File: config.mk
export PLATFORM = sky130hd
export DESIGN_NAME = transmit
export DESIGN_NICKNAME = d
export VERILOG_FILES = /design/src/rtl/transmit.sv
export SDC_FILE = /design/constraint.sdc
export NUM_CORES = 1
export LEC_CHECK = 0
export BUFFER_PORTS_ARGS = -buffer_cell sky130_fd_sc_hd__buf_2
export CAP_MARGIN = 10
export CORE_ASPECT_RATIO = 0.8
export CORE_MARGIN = 5
export CORE_UTILIZATION = 53
export CTS_CLUSTER_DIAMETER = 60
export CTS_CLUSTER_SIZE = 40
export DETAILED_ROUTE_END_ITERATION = 6
export PLACE_DENSITY_LB_ADDON = 0.1
export SYNTH_ARGS = -nofsm -noshare
export SYNTH_HDL_FRONTEND = slang
export SYNTH_SLANG_ARGS = --single-unit
File: constraint.sdc
create_clock -name CLOCK -period 2.1 [get_ports CLOCK]
set_input_delay 0.42 -clock CLOCK [delete_from_list [all_inputs] [get_ports CLOCK]]
set_output_delay 0.42 -clock CLOCK [all_outputs]
set_load 0.03 [all_outputs]
File: src/rtl/transmit.sv
// Serial transmitter for maze update words: each 16-bit word goes out MSB first
// as one SEN-framed burst of 16 SCLK pulses, followed by an idle gap.
module transmit #(
  parameter int HALF_PERIOD = 4,
  parameter int GAP_CYCLES  = 8
) (
  input  logic        CLOCK,
  input  logic        RESET,
  input  logic [15:0] DATA_IN,
  input  logic        SEND,
  output logic        READY,
  output logic        DONE,
  output logic        SCLK,
  output logic        SDATA,
  output logic        SEN
);

  typedef enum logic [2:0] {IDLE, LOW, HIGH, HOLD, GAP} state_t;

  localparam logic [7:0] HALF_LOAD = 8'(HALF_PERIOD - 1);
  localparam logic [7:0] GAP_LOAD  = 8'(GAP_CYCLES - 1);

  state_t      state;
  logic [7:0]  count;
  logic [3:0]  bit_index;
  logic [15:0] shift_reg;
  logic        accept;

  // The last GAP cycle doubles as an accept point so a held SEND keeps SEN low
  // for exactly GAP_CYCLES between back-to-back frames.
  assign accept = SEND && ((state == IDLE) || ((state == GAP) && (count == 8'd0)));

  always_ff @(posedge CLOCK) begin
    if (RESET) begin
      state     <= IDLE;
      count     <= 8'd0;
      bit_index <= 4'd0;
      shift_reg <= 16'd0;
      READY     <= 1'b1;
      DONE      <= 1'b0;
      SCLK      <= 1'b0;
      SDATA     <= 1'b0;
      SEN       <= 1'b0;
    end else if (accept) begin
      state     <= LOW;
      count     <= HALF_LOAD;
      bit_index <= 4'd15;
      shift_reg <= DATA_IN;
      READY     <= 1'b0;
      DONE      <= 1'b0;
      SCLK      <= 1'b0;
      SDATA     <= DATA_IN[15];
      SEN       <= 1'b1;
    end else begin
      DONE <= 1'b0;
      case (state)
        IDLE: begin
          READY <= 1'b1;
        end
        LOW: begin
          if (count == 8'd0) begin
            state <= HIGH;
            count <= HALF_LOAD;
            SCLK  <= 1'b1;
          end else begin
            count <= count - 8'd1;
          end
        end
        HIGH: begin
          if (count == 8'd0) begin
            SCLK  <= 1'b0;
            count <= HALF_LOAD;
            if (bit_index == 4'd0) begin
              state <= HOLD;
            end else begin
              // SDATA only moves on the falling SCLK edge, giving the receiver a full half-period of setup
              state     <= LOW;
              bit_index <= bit_index - 4'd1;
              shift_reg <= shift_reg << 1;
              SDATA     <= shift_reg[14];
            end
          end else begin
            count <= count - 8'd1;
          end
        end
        HOLD: begin
          if (count == 8'd0) begin
            state <= GAP;
            count <= GAP_LOAD;
            SEN   <= 1'b0;
            SDATA <= 1'b0;
            DONE  <= 1'b1;
          end else begin
            count <= count - 8'd1;
          end
        end
        GAP: begin
          if (count == 8'd0) begin
            state <= IDLE;
            READY <= 1'b1;
          end else begin
            count <= count - 8'd1;
          end
        end
        default: begin
          state <= IDLE;
          count <= 8'd0;
          READY <= 1'b1;
          SCLK  <= 1'b0;
          SDATA <= 1'b0;
          SEN   <= 1'b0;
        end
      endcase
    end
  end

endmodule

## Yosys cells after proc, flatten, opt, wreduce, memory -nomap -nowiden

Cells that the tools add are included.

- Flip-flop bits (word level): 35
- Bits in latches: 0
- RAM bits: 0
- Memory bits (read-only): 0
- Bits of input ports: 19
- Output and inout bits: 5
- Logic and storage cells: 92
- Memories kept: 0

- Add/sub/neg operators: 2
- $mul: 0
- Divide/modulo/power cells: 0
- Magnitude comparators: 0
- Equality and inequality tests: 20
- Shifts and indexed selects: 0
- Muxes and demuxes: 32
- Bitwise logic cells: 3
- Reductions and logical operators: 24

Operators by type and width:

| kind | count |
|---|---|
| $mux 15 | 4 |
| $pmux 8 s4 | 1 |
| $mux 8 | 3 |
| $mux 4 | 4 |
| $ne 3x3->1 const B | 5 |
| $pmux 3 s5 | 1 |
| $mux 3 | 4 |
| $ne 2x2->1 const B | 6 |
| $reduce_or 3->1 | 4 |
| $reduce_and 5->1 | 2 |
| $mux 1 | 9 |
| $logic_not 8->1 | 1 |
| $ne 2x1->1 const B | 4 |
| $reduce_and 2->1 | 4 |
| $sub 8x1->8 const B | 1 |
| $eq 3x2->1 const B | 2 |
| $pmux 1 s3 | 2 |
| $reduce_and 3->1 | 2 |
| $logic_not 4->1 | 1 |
| $mux 2 | 2 |
| $pmux 1 s2 | 2 |
| $reduce_and 4->1 | 1 |
| $reduce_bool 2->1 | 2 |
| $reduce_or 2->1 | 2 |
| 9 further kinds | 12 |

## Longest topological paths before layout

- Depth in word-level cells: 6
- Mapped depth: 8

## Least setup slack after synthesis

Ideal clock, no wire load.

- Path type: register -> register
- Start: register count[0]
- End: register count[3]
- Arrival time: 1.890 ns
- Setup slack: 0.139 ns
- Cell stages (with the launch flop): 8
- Period minus slack after synthesis: 1.961 ns
- Cells stage by stage: dfxtp_1 -> inv_1 -> ha_1 -> or3b_2 -> clkbuf_1 -> o21ai_0 -> a2111oi_0 -> mux2i_1

- Longest elaborated chain between the ends: 5
- Elaborated cells between the ends (all ways): 12
- Classes of those cells: 1 x add/sub; 1 x eq/ne; 4 x mux; 6 x reduce/logical

Ends and longest elaborated chain:

| item | RTL line | text |
|---|---|---|
| start: declaration | 24 | `logic [7:0] count;` |
| start signal: assignment | 66 | `count <= count - 8'd1;` |
| start signal: assignment | 83 | `count <= count - 8'd1;` |
| start signal: assignment | 94 | `count <= count - 8'd1;` |
| parallel branches: the longest is 5 deep, another holds $sub 8x1->8 | -- |  |

Parallel ways; which one is timed is not known. The select of a mux whose other input is x is not followed.
A chain may end at the register's enable or synchronous reset.

## Final worst setup path

- Start: register count[1]
- End: register count[7]

Same word-level chain as after synthesis.

==> flow_summary.yaml <==
run_status:
  status: "finished clean"
run:
  maxCapViolCount: 0
clocking:
  hold_buffers: 0
  cts.clk_slew.worst_paths_ps: 70
  cts_tree: "done"
  cts_sinks: 35
  numCtsBuffers: 5
  clockRootBuffer: "clkbuf_8"
  cts_setup_buffers: 0
  clk_latency_ps: 280
  htreeDepth: 2
  clockBufferDepth: 2
hold_path:
  min_to: "shift_reg[12]$_SDFFE_PP0P_"
  hold_depth: 3
  hold_start: "DATA_IN[12]"
  min_path_type: "input port to flop"
detailed_routing:
  route.detailed.drc: 0
  ant_nets: 0
  num_vias: 1894
  dr.pass1.iters: 4
  wl_per_cell_um: 14.84
  vias_per_cell: 5.937
  drtIter0Drc: 141
  drt-total-wl_mm: 4.734
floorplanning:
  top_level_ports: 24
  start_util_pct: 55.82
  rows: 19
  die_area_um2: 5001
  die_h_um: 64.26
  fp.dieW_um: 77.83
  core_area_um2: 3495
placement:
  gp_congestion: 0.8905
  portBuffers: 23
  place_area_um2: 2202
  dp_hpwl_mm: 3.381
layout:
  postLayoutCellArea_um2: 2310
  area_delta_synth_final_pct: 18.41
  largest_register_ffs: 15
  drive_above_1_share_pct: 24.19
  num_antenna_cells: 0
  fin_util_pct: 66.09
  nets: 299
  fillerInstances: 306
  ff_latch_area_um2: 700.7
  multi_input_area_um2: 1126
setup_path:
  cp_slowest_cell: "or3b_2"
  ff2ff_path_depth: 7
  cpPeakStageDelay_ps: 500
  reg2reg_from: "count[1]$_SDFFE_PP0P_"
  cp_cell_sequence: "inv_1, ha_1, or3b_2, buf_4, o2111ai_1, a211oi_1, mux2i_1"
  crit_path_max_fanout: 4
  path_class: "flop to flop"
  crit_arrival_ps: 2110
  cp.required_ps: 2260
  critPathLaunchType: "flop"
  r2r_slack_ps: 150
  r2r_end: "count[7]$_SDFFE_PP0P_"
  cp-end-kind: "flop"
pwr:
  power_density_nw_per_um2: 1520
  irDropWorstVdd_mv: 0.6992
  p_leak_nw: 0.8932
timing:
  rsz0062_at_grt: "false"
  max_slew_margin_pct: 60.41
  fin_crit_sh_pct: 92.75
  report.final.hold_viol_count: 0
  holdWs_ps: 397.6
  finalSetupViolCount: 0
  worst_slew_pin_slew_ps: 587.7
  finalClockSkew_ps: 6.929
  fmax_ghz: 0.5134
  slew_violations: 0
  final.min_clock_period_ps: 1948
yosys:
  netlist_instances: 240
  ys_ff_latch: 35
  synth_warnings: 0
  avgSynthCellArea_um2: 8.128
  synth_edf_count: 0
  netlist_top_cells_area: "dfxtp_1 36%, nand2_1 7.3%, a21oi_1 7.2%, a311oi_1 6.7%, o21ai_0 3.8%"
  synth_nets: 263
  synth_area_um2: 1951
  synth_top_flop_cell: "dfxtp_1"
  synth.top_cell.area_share_pct: 35.92
  synth-async-reset-ratio_pct: 0
  synthTopCellsByCount: "38 x nand2_1, 35 x dfxtp_1, 28 x a21oi_1, 15 x a311oi_1, 15 x o21ai_0"
  ys_seq_area_share_pct: 35.92
  synth_cell_types: 45
  yosysTopAreaCell: "dfxtp_1"
  synth.most_common_cell: "nand2_1"
grt:
  antenna_found_initial: 0
  grt_pass1_vias: 1787
  grt.total_usage_pct: 19.96
  grt_first_pass_wirelength_mm: 8.300
  grt_max_degree: 28
  grt_overflow: 0
kinds of logic (layout without fill, tap and decap cells):
group / after synthesis / after routing / synth area share, %
compound gates: 91 / 91 / 31.05
simple gates: 82 / 82 / 22.26
flops: 35 / 35 / 35.92
buf+inv: 25 / 62 / 6.735
fa+ha+maj: 4 / 4 / 2.566
mux: 2 / 2 / 1.026
xor+xnor: 1 / 1 / 0.4491
layout make-up:
cell class | count | share of cell area (%)
inverters | 8 | 1.300
well taps | 42 | 2.275
flip-flops and latches | 35 | 30.34
multi-input cells | 180 | 48.75
clock buffers | 8 | 4.334
repair buffers | 46 | 13.00
metrics by stage:
stage / worst slack, ps / setup TNS (ps) / power, mW / instances
after floorplan: 138.5 / 0 / 2.366 / 240
after global placement: -90.74 / -1216 / 2.938 / 311
after detailed placement: -140.4 / -1783 / 2.958 / 311
after CTS: 126.9 / 0 / 3.509 / 319
after global routing: 2.318 / 0 / 3.811 / 319
final: 152.2 / 0 / 3.511 / 319
cell usage in the layout (no fill, tap or decap), types with 2 or more instances in the layout:
master    count
or4_1         2
nor3_1        6
or3_1         2
nor4_1        2
nand3_1       5
o31ai_1       4
a311oi_1     15
a221oi_1      2
mux2i_1       2
a21oi_1      27
a211oi_1      5
and3_1        3
dfxtp_1      35
o211ai_1      5
a31oi_1       7
o21ai_0      15
buf_4        22
buf_2        23
nor3b_2       2
nand2_1      38
or3b_2        3
clkbuf_8      7
inv_1         8
nor2_1       10
ha_1          4
worst max path at each step:
stage | startpoint | end | slack (ps) | cells after the start
finish | count[1]$_SDFFE_PP0P_ | count[7]$_SDFFE_PP0P_ | 150 | 7
CTS | bit_index[0]$_SDFFE_PP0P_ | shift_reg[14]$_SDFFE_PP0P_ | 130 | 7
global route | count[0]$_SDFFE_PP0P_ | count[7]$_SDFFE_PP0P_ | 2 | 7
detailed placement | SEND | shift_reg[4]$_SDFFE_PP0P_ | -140 | 5
floorplan | count[0]$_SDFFE_PP0P_ | count[3]$_SDFFE_PP0P_ | 140 | 7
global placement | SEND | shift_reg[12]$_SDFFE_PP0P_ | -90 | 5
report_power, final:
part           leakage (nW)  total [mW]  switching (mW)  internal (mW)
sequential            0.288        1.06           0.171          0.889
clock                0.0515       0.532           0.233          0.299
combinational         0.554        1.92            1.08          0.837
per-layer routing:
layer / routed length, um / up-vias / GRT usage [%]
li1: - / 973 / -
met1: 2359 / 865 / 29.46
met2: 2003 / 54 / 29.06
met3: 352 / 2 / 5.758
met5: 0 / - / 0
met4: 19 / 0 / 3.219
what timing repair did:
action | in CTS | in global routing
pin swaps | 0 | 0
setup endpoints to repair | 14 | 6
gates resized for setup | 1 | 2
critical path: cells and delay by family, from the launching register on:
kind | cells | cell delay, ps
fa+ha+maj | 1 | 170
simple gates | 1 | 500
mux | 1 | 140
compound gates | 2 | 420
buf+inv | 2 | 260
flops | 1 | 350
(Power assumes the default switching activity.)
